File: src/rtl/full_adder_dual_reg.sv
// Registered ripple-carry adder with two independent adder chains (gate-level and
// half-adder based). The results are cross-checked every cycle, with a sticky error flag.
module full_adder_dual_reg #(
  parameter int WIDTH = 1
) (
  input  logic             clk,
  input  logic             rst_n,
  input  logic             in_valid,
  input  logic [WIDTH-1:0] A,
  input  logic [WIDTH-1:0] B,
  input  logic             C,
  input  logic             err_clr,
  output logic [WIDTH-1:0] sum,
  output logic             carry,
  output logic [WIDTH-1:0] sum_ha,
  output logic             carry_ha,
  output logic             out_valid,
  output logic             mismatch,
  output logic             err_sticky
);

  logic [WIDTH-1:0] gl_s;
  logic             gl_co;
  logic [WIDTH-1:0] ha_s;
  logic             ha_co;
  logic [WIDTH:0]   gl_res;
  logic [WIDTH:0]   ha_res;
  logic             diff;

  // Gate-level full-adder chain. A procedural carry variable keeps the ripple
  // free of combinational self-loops on a packed vector.
  always_comb begin
    logic c;
    c    = C;
    gl_s = '0;
    for (int i = 0; i < WIDTH; i++) begin
      gl_s[i] = A[i] ^ B[i] ^ c;
      c       = (A[i] & B[i]) | (A[i] & c) | (B[i] & c);
    end
    gl_co = c;
  end

  // Independent chain where each stage is two half adders plus an OR.
  always_comb begin
    logic c;
    logic p;
    logic g;
    logic t;
    c    = C;
    p    = 1'b0;
    g    = 1'b0;
    t    = 1'b0;
    ha_s = '0;
    for (int i = 0; i < WIDTH; i++) begin
      p       = A[i] ^ B[i];
      g       = A[i] & B[i];
      ha_s[i] = p ^ c;
      t       = p & c;
      c       = g | t;
    end
    ha_co = c;
  end

  assign gl_res = {gl_co, gl_s};
  assign ha_res = {ha_co, ha_s};
  assign diff   = (gl_res != ha_res);

  always_ff @(posedge clk or negedge rst_n) begin
    if (!rst_n) begin
      sum        <= '0;
      carry      <= 1'b0;
      sum_ha     <= '0;
      carry_ha   <= 1'b0;
      out_valid  <= 1'b0;
      mismatch   <= 1'b0;
      err_sticky <= 1'b0;
    end else begin
      out_valid <= in_valid;
      mismatch  <= in_valid & diff;
      if (in_valid) begin
        {carry, sum}       <= gl_res;
        {carry_ha, sum_ha} <= ha_res;
      end
      // A clear takes priority over a mismatch seen on the same edge.
      if (err_clr) begin
        err_sticky <= 1'b0;
      end else if (in_valid && diff) begin
        err_sticky <= 1'b1;
      end
    end
  end

endmodule

File: config.mk
export PLATFORM = sky130hd
export DESIGN_NAME = full_adder_dual_reg
export DESIGN_NICKNAME = d
export VERILOG_FILES = /design/src/rtl/full_adder_dual_reg.sv
export SDC_FILE = /design/constraint.sdc
export NUM_CORES = 1
export LEC_CHECK = 0
export CORE_AREA = 2 2 39 41
export CTS_BUF_LIST = sky130_fd_sc_hd__clkbuf_4 sky130_fd_sc_hd__clkbuf_8
export DETAILED_ROUTE_END_ITERATION = 10
export DIE_AREA = 0 0 41 43
export PLACE_DENSITY_LB_ADDON = 0.15
export SLEW_MARGIN = 10
export SYNTH_ARGS = -nofsm -noshare
export SYNTH_HDL_FRONTEND = slang
export SYNTH_SLANG_ARGS = --single-unit
File: constraint.sdc
create_clock -name clk -period 1.2 [get_ports clk]
set_input_delay 0.3 -clock clk [delete_from_list [all_inputs] [get_ports clk]]
set_output_delay 0.3 -clock clk [all_outputs]
set_load 0.01 [all_outputs]
==> impl_metrics.json, run 1 <==
{
  "cp.depth": 1,
  "drc": 0,
  "layout_setup_ws_ns": 0.0368,
  "ys_warn_count": 0,
  "maxCapViolCount": 0,
  "start_kind": "flop",
  "initial_core_util": 0.139,
  "avgSynthCellArea_um2": 16.1,
  "numCtsBuffers": 3,
  "post_cts_buffers": 0,
  "io_pins": 14,
  "groute.layer.met1.usage": 0.0490,
  "timing.critical_path.buf_inv": 1,
  "powerDensity_nw_per_um2": 1400,
  "cts_max_path_buffers": 2,
  "reg2reg_to": "carry$_DFFE_PN0P_",
  "rsz0062_at_grt": "no",
  "r2r_setup_slack_ns": 0.44,
  "via_count": 129,
  "drive_above_1_share": 0.222,
  "htreeDepth": 1,
  "irDropWorstVdd_uv": 436,
  "timing.critical_path.slowest_cell_delay_ns": 0.35,
  "port_buffers": 13,
  "drt_wl_total_um": 332,
  "reg2reg_from": "carry$_DFFE_PN0P_",
  "fin_crit_ns": 1.16,
  "synth_seq_cells": 5,
  "instances_no_fill": 43,
  "final-setup-viol-count": 0,
  "antenna_found_initial": 0,
  "grtUsageMet3": 0.0314,
  "initialDrtViolationCount": 0,
  "r2r_cells": 1,
  "cts_tree": "yes",
  "hold_viol": 0,
  "cp_max_fo": 1,
  "num_antenna_cells": 0,
  "root_buffer": "clkbuf_4",
  "min_path_type": "primary input to asynchronous set/reset pin",
  "viasPerCell": 3.00,
  "clock_skew_ns": 0,
  "seq_area_frac_synth": 0.649,
  "core_area_um2": 1380,
  "gp_congestion": 0.623,
  "final_nets": 36,
  "cp-end-kind": "primary output",
  "rows": 14,
  "grt_pass1_wl_um": 483,
  "path_class": "flop to primary output",
  "post-place-ws_ns": -0.393,
  "top_usage_layer": "met4",
  "clk_pin_slew_ns": 0.04,
  "cpLargestDelayFamily": "flip-flops",
  "die-area_um2": 1760,
  "status": "finished, final reports clean",
  "syn-cell-area_um2": 193,
  "clock.fmax_mhz": 860,
  "period_share": 0.969,
  "area.growth.synth_to_final_pct": 82.5,
  "ant_nets": 0,
  "die_h_um": 43,
  "cp_slowest_cell": "dfrtp_1",
  "cp_data_required_time_ns": 0.90,
  "fin_setup_tns_ns": 0,
  "die_w_um": 41,
  "grt_max_degree": 6,
  "grt_pass1_vias": 126,
  "clock_latency_ns": 0.24,
  "grt_use_total": 0.0474,
  "dpl.cell_count": 39,
  "dr.pass1.iters": 1,
  "wl_per_cell_um": 7.72,
  "clock-sinks": 5,
  "synth_cell_types": 6,
  "cp_data_arrival_time_ns": 0.86,
  "crit_chain": "dlygate4sd2_1",
  "total_leakage_power_nw": 0.161,
  "grt-ovfl-total": 0,
  "use_met2": 0.0531,
  "syn_nets": 20,
  "maxSlewViolCount": 0,
  "fillers": 145,
  "netlist_instances": 12
}
-- cells by family after synthesis --
group                      after synthesis  share of synthesized area
adders and majority gates                1                      0.104
buffers and inverters                    2                     0.0779
DFF                                      5                      0.649
muxes                                    2                      0.117
other                                    1                     0.0195
and+or+nand+nor                          1                     0.0325
-- how the worst max path moves through the flow --
stage,from,to,slack (ns)
final,mismatch$_DFF_PN0_,mismatch,0.04
after global routing,mismatch$_DFF_PN0_,mismatch,0.009
after CTS,err_sticky$_DFFE_PN0P_,err_sticky,0.007
after detailed placement,A,sum_ha$_DFFE_PN0P_,-0.39
after global placement,A,sum_ha$_DFFE_PN0P_,-0.38
after floorplan,A,sum_ha$_DFFE_PN0P_,0.07
-- synth_stat cells --
cell     n  share of area
nor2b_1  1          0.032
mux2_2   2           0.12
buf_4    2          0.078
fa_1     1           0.10
conb_1   1          0.019
dfrtp_1  5           0.65
-- area by class of cell --
cell class	count	area, um^2	share of cell area
clock buffers	4	30.0	0.0854
well taps	16	20.0	0.0569
flip-flops and latches	5	125	0.356
multi-input cells	5	52.6	0.149
repair buffers	13	124	0.352
-- per-layer routing --
| layer | wire length [um] | share of wire |
|---|---|---|
| met1 | 118 | 0.36 |
| met2 | 176 | 0.53 |
| met3 | 37 | 0.11 |
| met4 | 0 | 0 |
| met5 | 0 | 0 |
-- report_power, final --
group	switching, W	internal [W]
Clock	0.0000656	0.000148
Combinational	0.0000332	0.0000525
Sequential	0.00000791	0.000184
-- repair_timing --
item                       in CTS  in global routing
hold endpoints to repair        0                  0
setup endpoints to repair       9                  1
gates resized for setup        14                  1
hold buffers                    0                  0
-- state kept, by name (all words and copies together), names as in the netlist --
register	count
carry	1
err_sticky	1
mismatch	1
out_valid	1
sum_ha	1
-- through the flow --
step,total power (W),util,hold slack (ns),area [um^2]
after detailed placement,0.000299,0.237,0.488,328
after global placement,0.000299,0.237,0.489,328
after CTS,0.000504,0.253,0.289,350
final,0.000491,0.254,0.284,352
after global routing,0.000519,0.254,0.311,352
after floorplan,0.000237,-,0.00441,193
-- cell usage in the layout (no fill, tap or decap) --
| cell | synthesis | layout |
|---|---|---|
| dfrtp_1 | 5 | 5 |
| clkdlybuf4s15_1 | 0 | 5 |
| clkdlybuf4s50_1 | 0 | 3 |
| mux2_2 | 2 | 2 |
| nor2b_1 | 1 | 1 |
| dlygate4sd2_1 | 0 | 5 |
| conb_1 | 1 | 1 |
| clkbuf_4 | 0 | 4 |
| fa_1 | 1 | 1 |
Note: power is estimated with default switching activity, not from simulation.
==> inputs of run 2 (changes only) <==
--- a/config.mk
+++ b/config.mk
@@ -10,7 +10,7 @@
 export DETAILED_ROUTE_END_ITERATION = 10
 export DIE_AREA = 0 0 41 43
 export PLACE_DENSITY_LB_ADDON = 0.15
-export SLEW_MARGIN = 10
+export SLEW_MARGIN = 20
 export SYNTH_ARGS = -nofsm -noshare
 export SYNTH_HDL_FRONTEND = slang
 export SYNTH_SLANG_ARGS = --single-unit
==> results of run 2 <==
Same layout as run 1: the final DEF is identical, and so are final timing and power.
